$ cat config.mk
export PLATFORM = sky130hd
export DESIGN_NAME = fetch_unit
export DESIGN_NICKNAME = d
export VERILOG_FILES = /design/src/rtl/rv32i_pkg.sv /design/src/rtl/fetch_buffer.sv /design/src/rtl/fetch_unit.sv
export SDC_FILE = /design/constraint.sdc
export NUM_CORES = 1
export LEC_CHECK = 0
export BUFFER_PORTS_ARGS = -buffer_cell sky130_fd_sc_hd__buf_2
export CORE_ASPECT_RATIO = 0.5
export CORE_MARGIN = 3
export CORE_UTILIZATION = 35
export DETAILED_ROUTE_END_ITERATION = 8
export HOLD_SLACK_MARGIN = 0.08
export RECOVER_POWER = 100
export SYNTH_ARGS = -nofsm -noshare
export SYNTH_HDL_FRONTEND = slang
export SYNTH_HIERARCHICAL = 1
export SYNTH_SLANG_ARGS = --single-unit
$ cat constraint.sdc
create_clock -name clk -period 3.15 [get_ports clk]
set_input_delay 0.7875 -clock clk [delete_from_list [all_inputs] [get_ports clk]]
set_output_delay 0.7875 -clock clk [all_outputs]
set_load 0.02 [all_outputs]
$ cat src/rtl/rv32i_pkg.sv
// Shared RV32I definitions for the fetch stage: widths, default reset PC,
// fetch-state encoding and small address helpers.
package rv32i_pkg;

    localparam int XLEN        = 32;
    localparam int INSTR_BYTES = 4;

    localparam logic [XLEN-1:0] DEFAULT_RESET_PC = 32'h0000_0000;

    typedef enum logic [1:0] {
        HOLD = 2'd0,
        RUN  = 2'd1,
        WAIT = 2'd2,
        DROP = 2'd3
    } fetch_state_t;

    function automatic logic [XLEN-1:0] word_align(input logic [XLEN-1:0] addr);
        return {addr[XLEN-1:2], 2'b00};
    endfunction

    // Sequential fetch address; wraps modulo 2^32
    function automatic logic [XLEN-1:0] next_word(input logic [XLEN-1:0] addr);
        return addr + XLEN'(INSTR_BYTES);
    endfunction

endpackage

$ cat src/rtl/fetch_buffer.sv
// Instruction buffer between fetch and decode: a shift-register FIFO whose
// slot 0 is the head, so the head fields come straight out of flops.
module fetch_buffer import rv32i_pkg::*; #(
    parameter  int DEPTH = 2,
    localparam int CW    = $clog2(DEPTH + 1)
) (
    input  logic            clk,
    input  logic            rst_n,
    input  logic            push,
    input  logic [XLEN-1:0] push_pc,
    input  logic [XLEN-1:0] push_instr,
    input  logic            pop,
    input  logic            flush,
    output logic [CW-1:0]   count,
    output logic            head_valid,
    output logic [XLEN-1:0] head_pc,
    output logic [XLEN-1:0] head_instr
);

    logic [XLEN-1:0] pc_r         [DEPTH];
    logic [XLEN-1:0] instr_r      [DEPTH];
    logic [XLEN-1:0] pc_next_s    [DEPTH];
    logic [XLEN-1:0] instr_next_s [DEPTH];
    logic [CW-1:0]   count_r;
    logic [CW-1:0]   count_next_s;
    logic [CW-1:0]   wr_idx_s;
    logic            pop_s;
    logic            push_s;

    assign pop_s  = pop && (count_r != CW'(0));
    assign push_s = push && ((count_r < CW'(DEPTH)) || pop_s);

    // Storage next-state: shift toward the head on pop, then append on push
    always_comb begin
        pc_next_s    = pc_r;
        instr_next_s = instr_r;
        count_next_s = count_r;
        wr_idx_s     = count_r;
        if (flush) begin
            count_next_s = CW'(0);
        end else begin
            if (pop_s) begin
                for (int i = 0; i < DEPTH - 1; i++) begin
                    pc_next_s[i]    = pc_r[i + 1];
                    instr_next_s[i] = instr_r[i + 1];
                end
                wr_idx_s = count_r - CW'(1);
            end else begin
                wr_idx_s = count_r;
            end
            for (int i = 0; i < DEPTH; i++) begin
                pc_next_s[i]    = (push_s && (wr_idx_s == CW'(i))) ? push_pc    : pc_next_s[i];
                instr_next_s[i] = (push_s && (wr_idx_s == CW'(i))) ? push_instr : instr_next_s[i];
            end
            count_next_s = count_r + CW'(push_s) - CW'(pop_s);
        end
    end

    // Storage and occupancy registers
    always_ff @(posedge clk or negedge rst_n) begin
        if (!rst_n) begin
            for (int i = 0; i < DEPTH; i++) begin
                pc_r[i]    <= '0;
                instr_r[i] <= '0;
            end
            count_r <= '0;
        end else begin
            pc_r    <= pc_next_s;
            instr_r <= instr_next_s;
            count_r <= count_next_s;
        end
    end

    assign count      = count_r;
    assign head_valid = (count_r != CW'(0));
    assign head_pc    = pc_r[0];
    assign head_instr = instr_r[0];

endmodule

$ cat src/rtl/fetch_unit.sv
// RV32I instruction-fetch stage: PC, single-outstanding imem read channel,
// stale-response tracking across redirects, and the decode-side buffer.
module fetch_unit import rv32i_pkg::*; #(
    parameter logic [31:0] RESET_PC = DEFAULT_RESET_PC,
    parameter int          DEPTH    = 2
) (
    input  logic        clk,
    input  logic        rst_n,
    output logic        imem_req_valid,
    input  logic        imem_req_ready,
    output logic [31:0] imem_addr,
    input  logic        imem_rsp_valid,
    input  logic [31:0] imem_rdata,
    input  logic        redirect_valid,
    input  logic [31:0] redirect_target,
    output logic        if_valid,
    input  logic        if_ready,
    output logic [31:0] if_pc,
    output logic [31:0] if_pc_plus4,
    output logic [31:0] if_instr
);

    localparam int            CW      = $clog2(DEPTH + 1);
    localparam logic [CW:0]   DEPTH_W = (CW + 1)'(DEPTH);

    fetch_state_t    state_r;
    fetch_state_t    state_next_s;
    logic [XLEN-1:0] pc_r;
    logic [XLEN-1:0] pc_next_s;
    logic [XLEN-1:0] req_pc_r;
    logic [XLEN-1:0] req_pc_next_s;
    logic [CW-1:0]   count_s;
    logic            outstanding_s;
    logic            room_s;
    logic            req_valid_s;
    logic            accept_s;
    logic            push_s;
    logic            pop_s;
    logic            head_valid_s;

    // DROP still owns a read in flight, so it occupies a buffer slot too
    assign outstanding_s = (state_r == WAIT) || (state_r == DROP);
    assign room_s        = ({1'b0, count_s} + (CW + 1)'(outstanding_s)) < DEPTH_W;
    assign pop_s         = head_valid_s && if_ready;

    // Fetch FSM next-state, request issue and pc update
    always_comb begin
        state_next_s  = state_r;
        pc_next_s     = pc_r;
        req_pc_next_s = req_pc_r;
        req_valid_s   = 1'b0;
        accept_s      = 1'b0;
        push_s        = 1'b0;
        if (redirect_valid) begin
            pc_next_s = word_align(redirect_target);
            case (state_r)
                HOLD:    state_next_s = RUN;
                RUN:     state_next_s = RUN;
                WAIT:    state_next_s = imem_rsp_valid ? RUN : DROP;
                DROP:    state_next_s = imem_rsp_valid ? RUN : DROP;
                default: state_next_s = HOLD;
            endcase
        end else begin
            req_valid_s = (state_r != HOLD) && ((state_r == RUN) || imem_rsp_valid) && room_s;
            accept_s    = req_valid_s && imem_req_ready;
            if (accept_s) begin
                pc_next_s     = next_word(pc_r);
                req_pc_next_s = pc_r;
            end else begin
                pc_next_s     = pc_r;
                req_pc_next_s = req_pc_r;
            end
            case (state_r)
                HOLD:    state_next_s = RUN;
                RUN:     state_next_s = accept_s ? WAIT : RUN;
                WAIT: begin
                    push_s       = imem_rsp_valid;
                    state_next_s = (accept_s || !imem_rsp_valid) ? WAIT : RUN;
                end
                DROP: begin
                    if (imem_rsp_valid) begin
                        state_next_s = accept_s ? WAIT : RUN;
                    end else begin
                        state_next_s = DROP;
                    end
                end
                default: state_next_s = HOLD;
            endcase
        end
    end

    // FSM state, fetch pc and pc of the read in flight
    always_ff @(posedge clk or negedge rst_n) begin
        if (!rst_n) begin
            state_r  <= HOLD;
            pc_r     <= word_align(RESET_PC);
            req_pc_r <= word_align(RESET_PC);
        end else begin
            state_r  <= state_next_s;
            pc_r     <= pc_next_s;
            req_pc_r <= req_pc_next_s;
        end
    end

    fetch_buffer #(
        .DEPTH (DEPTH)
    ) u_buffer (
        .clk        (clk),
        .rst_n      (rst_n),
        .push       (push_s),
        .push_pc    (req_pc_r),
        .push_instr (imem_rdata),
        .pop        (pop_s),
        .flush      (redirect_valid),
        .count      (count_s),
        .head_valid (head_valid_s),
        .head_pc    (if_pc),
        .head_instr (if_instr)
    );

    assign imem_req_valid = req_valid_s;
    assign imem_addr      = pc_r;
    assign if_valid       = head_valid_s;
    assign if_pc_plus4    = next_word(if_pc);

endmodule

# Word-level counts from Yosys, hierarchy flattened

Cells that the tools add are included.

Add/sub/neg operators: 6
Order comparisons: 2
Equal/unequal tests: 4
Multiplexer cells: 19
Bitwise operators: 1
Reductions and logical operators: 24

Operator list:

| cell                    | count |
|---|---|
| $mux W32                | 6 |
| $add A32 B3 Y32 const B | 2 |
| $mux W2                 | 8 |
| $logic_and A1 B1 Y1     | 8 |
| $pmux W2 S4             | 1 |
| $reduce_bool A2 Y1      | 4 |
| $reduce_and A2 Y1       | 3 |
| $eq A2 B1 Y1 const B    | 2 |
| $eq A2 B2 Y1 const B    | 2 |
| $logic_not A2 Y1        | 2 |
| $logic_or A1 B1 Y1      | 4 |
| $pmux W2 S2             | 1 |
| $reduce_or A2 Y1        | 2 |
| $add A2 B1 Y3           | 1 |
| $lt A3 B2 Y1 const B    | 1 |
| $mux W1                 | 3 |
| $add A2 B1 Y2           | 1 |
| $lt A2 B2 Y1 const B    | 1 |
| $sub A2 B1 Y2           | 1 |
| $sub A2 B1 Y2 const B   | 1 |
| $logic_not A1 Y1        | 1 |
| $not A1 Y1              | 1 |

Register bits after elaboration: 196
Input bits: 70
Output and inout bits: 130
Word-level logic and storage cells: 64

# Depth between registers and ports, before layout

Gate-level depths: netlist of the first run.

Word-level depth: 10
Depth in mapped cells: 12
Mapped depth without buffers: 12

# By module

The synthesis of the first run kept the hierarchy.

Modules (own cells, without submodules):

| module       | times used | cells an instance | area an instance (µm²) |
|---|---|---|---|
| fetch_buffer | 1          | 497               | 5948.2 |
| fetch_unit   | 1          | 423               | 3906.2 |

# Worst setup path before layout of the first run

Ideal clock, no wire load.

Path kind: input port to flip-flop
Start point: input port redirect_valid
End point: register u_buffer/instr_r[0] (netlist name)
Arrival time: 2.946 ns
Required time: 3.025 ns
Slack: 0.079 ns
Stages: 8
Path buffers: 5
Cell sequence: clkbuf_1 > clkbuf_1 > buf_1 > nor4b_1 > or4b_1 > buf_4 > buf_6 > mux2_4

Word-level cells in the longest chain between the ends: 4

Ends and longest elaborated chain:

| element                     | RTL line           | RTL |
|---|---|---|
| start, declared             | fetch_unit.sv:14   | `input logic redirect_valid,` |
| $mux W1                     | fetch_unit.sv:54   | `if (redirect_valid) begin` |
| net push_s                  | fetch_unit.sv:37   | `logic push_s;` |
| $logic_and A1 B1 Y1         | fetch_buffer.sv:31 | `assign push_s = push && ((count_r < CW'(DEPTH)) \|\| pop_s);` |
| $logic_and A1 B1 Y1         | fetch_buffer.sv:53 | `instr_next_s[i] = (push_s && (wr_idx_s == CW'(i))) ? push_instr : instr_next_s[i];` |
| $reduce_and A2 Y1 (no line) | n/a                |  |
| end signal, assigned        | fetch_buffer.sv:69 | `instr_r <= instr_next_s;` |
| end, declared               | fetch_buffer.sv:21 | `logic [XLEN-1:0] instr_r [DEPTH];` |

The timed path passes the listed nets, and every way through them passes these cells.
A chain may end at the register's enable or synchronous reset.

# Worst setup path in the final report of the first run

Start point: register u_buffer.pc_r (netlist bit u_buffer/head_pc[5])
End point: output port if_pc_plus4[17]

Word-level cells in the longest chain between the ends: 1

Ends and longest elaborated chain:

| element                | RTL line           | RTL |
|---|---|---|
| start, declared        | fetch_buffer.sv:20 | `logic [XLEN-1:0] pc_r [DEPTH];` |
| start signal, assigned | fetch_buffer.sv:68 | `pc_r <= pc_next_s;` |
| $add A32 B3 Y32        | rv32i_pkg.sv:23    | `return addr + XLEN'(INSTR_BYTES);` |
| end, declared          | fetch_unit.sv:19   | `output logic [31:0] if_pc_plus4,` |

No other way between the ends.

==> impl_results.md, run 1 <==
- Hold WS: 0.5108 ns
- Hold path startpoint: u_buffer/instr_r[20]$_DFFE_PN0P_
- Gr ovfl total: 0
- Arrival time at the worst endpoint: 2.30 ns
- Total CTS buffers: 17
- Pre-CTS setup slack: 0.2310 ns
- Primary FF master, synth: dfrtp_1
- Pwr Density: 671.1 nW/um^2
- Hpwl dp: 18,150 microns
- TritonCTS clock tree: built
- Ys async rst share: 100.0%
- Wire length per cell: 18.22 microns
- Synth Cell Area: 9854 sq um
- Die area: 30,330 sq um
- Fin crit share: 98.10%
- Worst-path clk slew: 0.07 ns
- Worst skew pair latency: 0.44 ns
- Initial cell density of the core: 36.41%
- Fmax: 0.3236 GHz
- Syn-to-layout area delta: 16.47%
- CTS sink count: 192
- Setup TNS: 0 ns
- Most frequent cells in the layout: 188 x dfrtp_1, 100 x buf_2, 95 x clkbuf_1
- Setup violations, final: 0
- Core footprint: 27,060 sq um
- Count of cell types in the netlist: 60
- Unrepaired setup endpoints after global routing: true
- Row count: 42
- Initial DRT Pass Iterations: 6
- I/O pins: 200
- Post-route worst setup slack: 0.05979 ns
- Die span in x: 243.3 microns
- Final std cells w/o fill: 1,449
- Slew @ Worst Pin: 2.311 ns
- Port bufs: 195
- Max cap viols: 1
- Vias in the first global route: 7,610
- Worst Path Required: 2.36 ns
- Clock Path Buffers: 2
- Initial antenna violation count: 2
- Clock skew: 0.01189 ns
- Outcome: finished with violations
- Slew HR: -54.30%
- Via count: 7,495
- Htree depth: 4
- Antenna-violating nets left: 0
- Flops & latches, synth: 192
- Number of flops mapped to enable cells by yosys: 0
- Fin. max-slew vios: 52
- Die Ht: 124.7 microns
- Ys Warns: 6
- Total track usage: 17.51%
- HP Class: reg -> reg
- P_leak: 0.005549 uW
- Syn Inst Count: 920
- Violated checks: max-capacitance violations, max-slew violations
- Ratio of cells with drive above 1 in the final layout: 27.28%
- CP Max Fanout: 7
- DRC Markers: 0
- Root buf cell: clkbuf_16
- First-pass GRT wire length: 42,400 microns
- Leading cell type in the layout, fill and taps excluded: dfrtp_1
- Detailed Route WL: 26,400 microns
- Initial drt markers: 524
- Via density: 5.173
- Kind of start point of the critical path: flop
- Number of hold violations in the final report: 0
- Min Tclk post-route: 3.090 ns
- Cells after DPL: 1,408
- CP Launch Point: u_buffer/head_pc[5]$_DFFE_PN0P_
- Routability Congestion: 0.8543
- CP endpoint kind: primary output
- Post-layout util: 42.41%
- Largest net degree at the start of global routing: 77
- Nets: 1,136
- Fillcell total: 2,577
- CP Class: reg -> out
- Reg2reg start: u_buffer/count[0]$_DFF_PN0_
- Worst vdd ir: 0.3336 mV
- Average cell area after synthesis: 10.71 sq um
- Register area share after synthesis: 48.76%
power by group:
| part | internal, uW | switching (uW) | total, uW |
|---|---|---|---|
| Clock | 1110 | 999 | 2110 |
| Combinational | 830 | 1370 | 2210 |
| Sequential | 2910 | 479 | 3390 |
| Total | 4850 | 2850 | 7700 |
layer usage:
layer | share of wire (%) | vias up | global-route usage, %
met4 | 2.5 | 2 | 6.980
met3 | 4.1 | 46 | 3.915
li1 | - | 3478 | -
met1 | 43 | 3775 | 21.91
met2 | 50 | 194 | 29.47
met5 | 0.027 | - | 0
area by class of cell:
type	count	area, sq um	share of cell area [%]
tap	374	467.9	4.077
clock inverter	13	130.1	1.134
sequential	192	4810	41.91
antenna	1	2.502	0.02180
clock buffer	19	432.9	3.772
timing repair buffer	235	1225	10.67
inverter	91	341.6	2.976
multi-input combinational	524	4068	35.44
cell families after synthesis:
group | Yosys count | share of synthesized area [%]
buf+inv | 209 | 11.21
compound gates | 198 | 12.42
flops | 192 | 48.76
simple gates | 184 | 10.59
mux | 97 | 13.33
xor+xnor | 34 | 3.022
fa+ha+maj | 5 | 0.6348
other cells | 1 | 0.03805
flip-flops by register name, summed over array words and instances, names as in the netlist:
name                 cells
u_buffer/head_instr     32
req_pc_r                30
u_buffer/instr_r        32
imem_addr               30
state_r                  2
u_buffer/head_pc        32
u_buffer/pc_r           32
u_buffer/count           2
worst max-delay path: stages (launching register included):
cell	delay [ns]
dfrtp_2	0.43
and4_2	0.33
nand3_4	0.14
buf_4	0.21
nor4_2	0.32
xnor2_1	0.21
buf_2	0.22
final timing paths:
kind                                                  endpoint  slack, ns  depth (start not counted)
min                           u_buffer/instr_r[20]$_DFFE_PN0P_       0.51                          1
min in group asynchronous            imem_addr[21]$_DFFE_PN0N_       1.04                          1
max                                            if_pc_plus4[17]       0.06                          6
min reg2reg                   u_buffer/instr_r[20]$_DFFE_PN0P_       0.51                          1
max reg2reg                   u_buffer/instr_r[21]$_DFFE_PN0P_       0.35                         10
max in group asynchronous  u_buffer/head_instr[20]$_DFFE_PN0P_       0.46                          2
timing repair:
action | CTS | global route
buffers inserted | 2 | 6
pin swaps | 1 | 1
resized for setup | 12 | 18
endpoints found under the hold margin | 0 | 0
hold buffers | 0 | 0
setup endpoints to repair | 9 | 14
stage by stage:
stage	power, uW	instance area, sq um
after global routing	8140	11480
final	7702	11480
after CTS	7808	11530
after global placement	5594	10890
after detailed placement	5667	10890
after floorplan	5068	9873
Yosys cell counts, types with 4 or more instances:
cell      number  area, sq um
nand4_1       24        150.1
or3_1          6        37.54
nor4_1        14        87.58
dfrtp_1      192         4805
a31oi_1        8        50.05
nor2_1        24        90.09
buf_2          4        20.02
nand2_1       27        101.4
xnor2_1       15        131.4
a21oi_1       71        355.3
nand3_1       33        165.2
clkbuf_1      36        135.1
nor2b_1       10        62.56
buf_6          7        78.83
buf_4         70        525.5
nor3_1        13        65.06
nor4b_1        4        35.03
inv_1         91        341.6
o21ai_0       12        60.06
o31ai_1       11        82.58
mux2_4        60        900.9
mux2_2        34        382.9
ha_1           5        62.56
xor2_1        19        166.4
or4_1          4        30.03
a22oi_1        4        30.03
o22ai_1       64        400.4
Note: power is estimated with default switching activity, not from simulation.
==> inputs of run 2 (changes only) <==
--- a/config.mk
+++ b/config.mk
@@ -9,7 +9,8 @@
 export CORE_ASPECT_RATIO = 0.5
 export CORE_MARGIN = 3
-export CORE_UTILIZATION = 35
+export CORE_UTILIZATION = 55
 export DETAILED_ROUTE_END_ITERATION = 8
 export HOLD_SLACK_MARGIN = 0.08
+export PLACE_DENSITY = 0.8
 export RECOVER_POWER = 100
 export SYNTH_ARGS = -nofsm -noshare
==> constraint.sdc (replaced) <==
create_clock -name clk -period 3.15 [get_ports clk]
set_input_delay 0.7875 -clock clk [delete_from_list [all_inputs] [get_ports clk]]
set_output_delay 0.7875 -clock clk [all_outputs]
set_load 0.01 [all_outputs]
==> impl_results.md, run 2 (same netlist as run 1, synthesis figures left out) <==
- Reg2reg start: u_buffer/count[0]$_DFF_PN0_
- P_leak: 0.005586 uW (+0.67%)
- Clock Path Buffers: 2 (unchanged)
- Die Ht: 100.7 microns (-19%)
- CP Class: reg -> out
- Buf+Inv Stages, Crit Path: 1 (-1)
- Htree depth: 4 (unchanged)
- Critical-path cell list: nand3_1, or4_4, nor4_1, xor2_1, buf_2
- Initial drt markers: 589 (+12%)
- Hold Path Stages: 1 (unchanged)
- Routability Congestion: 0.8516 (-0.32%)
- Initial DRT Pass Iterations: 5 (-1)
- Most frequent cells in the layout: 189 x dfrtp_1, 152 x buf_2, 91 x inv_1
- Busiest grt layer: met2
- Row count: 33 (-21%)
- Die area: 19,660 sq um (-35%)
- Area of the multi-input gates: 4039 sq um (-0.71%)
- Worst r2r dst: u_buffer/instr_r[3]$_DFFE_PN0P_
- Unrepaired setup endpoints after global routing: true
- Met3 Usage GRT: 5.342% (+1.4 points)
- Met2 GRT Util: 39.53% (+10 points)
- Hold Path End: u_buffer/pc_r[30]$_DFFE_PN0P_
- Worst Path Required: 2.36 ns (about the same)
- Clock skew: 0.01289 ns (+0.0009953 ns)
- Total track usage: 24.85% (+7.3 points)
- Kind of start point of the critical path: flop
- Die span in x: 195.3 microns (-20%)
- Worst vdd ir: 0.4990 mV (+50%)
- Via density: 5.904 (+14%)
- CP Max Fanout: 14 (+7)
- Nets: 1,118 (-1.6%)
- Pre-CTS setup slack: 0.2351 ns (+0.004047 ns)
- Fillcell total: 1,296 (-50%)
- CP endpoint kind: primary output
- Port bufs: 195 (unchanged)
- Fmax: 0.3203 GHz (-1.0%)
- Wire length per cell: 19.05 microns (+4.6%)
- Reg2reg path depth: 10 (unchanged)
- Fin. max-slew vios: 74 (+42%)
- Min Tclk post-route: 3.122 ns (+0.03161 ns)
- Gr ovfl total: 0 (unchanged)
- Hold WS: 0.5124 ns (+0.001624 ns)
- Initial cell density of the core: 58.07% (+22 points)
- Largest net degree at the start of global routing: 75 (-2.6%)
- Root buf cell: clkbuf_16
- Routing usage on met1: 35.40% (+13 points)
- Slew @ Worst Pin: 1.809 ns (-0.5013 ns)
- Antenna-violating nets left: 0 (unchanged)
- Initial antenna violation count: 0 (-2)
- Violated checks: max-capacitance violations, max-slew violations
- Arrival time at the worst endpoint: 2.33 ns (+0.03 ns)
- First-pass GRT wire length: 39,660 microns (-6.5%)
- R2R setup slack: 0.33 ns (-0.02 ns)
- Slowest stage cell, crit path: or4_4
- CTS sink count: 192 (unchanged)
- Outcome: finished with violations
- Hpwl dp: 16,420 microns (-9.5%)
- Core footprint: 16,970 sq um (-37%)
- TritonCTS clock tree: built
- Register area: 4808 sq um (about the same)
- Number of hold violations in the final report: 0 (unchanged)
- I/O pins: 200 (unchanged)
- Fin crit share: 99.11% (+1.0 points)
- Max cap viols: 1 (unchanged)
- Worst skew pair latency: 0.43 ns (about the same)
- Worst-path clk slew: 0.07 ns (about the same)
- Detailed Route WL: 24,440 microns (-7.4%)
- Via count: 7,575 (+1.1%)
- Syn-to-layout area delta: 13.74%
- Ratio of cells with drive above 1 in the final layout: 30.59% (+3.3 points)
- HP Class: reg -> reg
- Slew HR: -20.63% (+34 points)
- Vias in the first global route: 7,442 (-2.2%)
- ANT cells: 0 (-1)
- Total CTS buffers: 17 (unchanged)
- Slowest stage delay, CP: 0.64 ns (+0.21 ns)
- Hold path startpoint: u_buffer/pc_r[30]$_DFFE_PN0P_
- Pwr Density: 655.3 nW/um^2 (-2.3%)
- DRC Markers: 0 (unchanged)
- Critical path's top delay family: simple AND/OR/NAND/NOR gates
- Setup violations, final: 0 (unchanged)
- Leading cell type in the layout, fill and taps excluded: dfrtp_1
- Hold buffers post-CTS: 0 (unchanged)
- Post-route worst setup slack: 0.02818 ns (-0.03161 ns)
run 2: how the worst max path moves through the flow:
stage | from | endpoint | slack, ns | cells past startpoint
after floorplan | redirect_valid | u_buffer/instr_r[0]$_DFFE_PN0P_ | 0.08 | 8
after global placement | if_ready | u_buffer/instr_r[24]$_DFFE_PN0P_ | 0.27 | 8
after detailed placement | if_ready | u_buffer/instr_r[8]$_DFFE_PN0P_ | 0.24 | 8
after CTS | u_buffer/head_pc[14]$_DFFE_PN0P_ | if_pc_plus4[30] | 0.02 | 5
after global routing | u_buffer/head_pc[12]$_DFFE_PN0P_ | if_pc_plus4[26] | -0.06 | 5
final | u_buffer/head_pc[12]$_DFFE_PN0P_ | if_pc_plus4[26] | 0.03 | 5
run 2: metal layers:
| metal | share of wire [%] | routed length (microns) | up-vias |
|---|---|---|---|
| met5 | 0 | 0 | - |
| met4 | 1.1 | 272 | 0 |
| met3 | 6.0 | 1461 | 29 |
| met2 | 47 | 11540 | 273 |
| met1 | 46 | 11170 | 3826 |
| li1 | - | - | 3447 |
run 2: final cells by class:
class | count | share of cell area [%]
Sequential cell | 192 | 42.90
Clock buffer | 18 | 3.829
Tap cell | 227 | 2.534
Clock inverter | 14 | 1.440
Multi-Input combinational cell | 524 | 36.03
Inverter | 91 | 3.048
Timing Repair Buffer | 217 | 10.21
run 2: per-stage QoR:
step	cell area (sq um)	cells	TNS, ns	util (%)	power, uW
after floorplan	9873	925	0	-	4704
after global placement	10640	1250	0	62.68	5103
after detailed placement	10640	1250	0	62.68	5215
after CTS	11240	1282	0	66.25	7404
after global routing	11210	1283	-0.2098	66.05	7722
final	11210	1283	0	66.05	7345
run 2: report_power, final:
part	total, uW	leakage (uW)	internal [uW]	switching (uW)
sequential	3440	0.00244	2910	530
clock	2190	0.000291	1140	1050
combinational	1710	0.00285	777	937
total	7350	0.00559	4830	2520
run 2: repair_timing:
item / CTS / global route
endpoints found under the setup margin: 12 / 8
pin swaps: 0 / 2
resized for setup: 3 / 9
setup buffers: 0 / 1
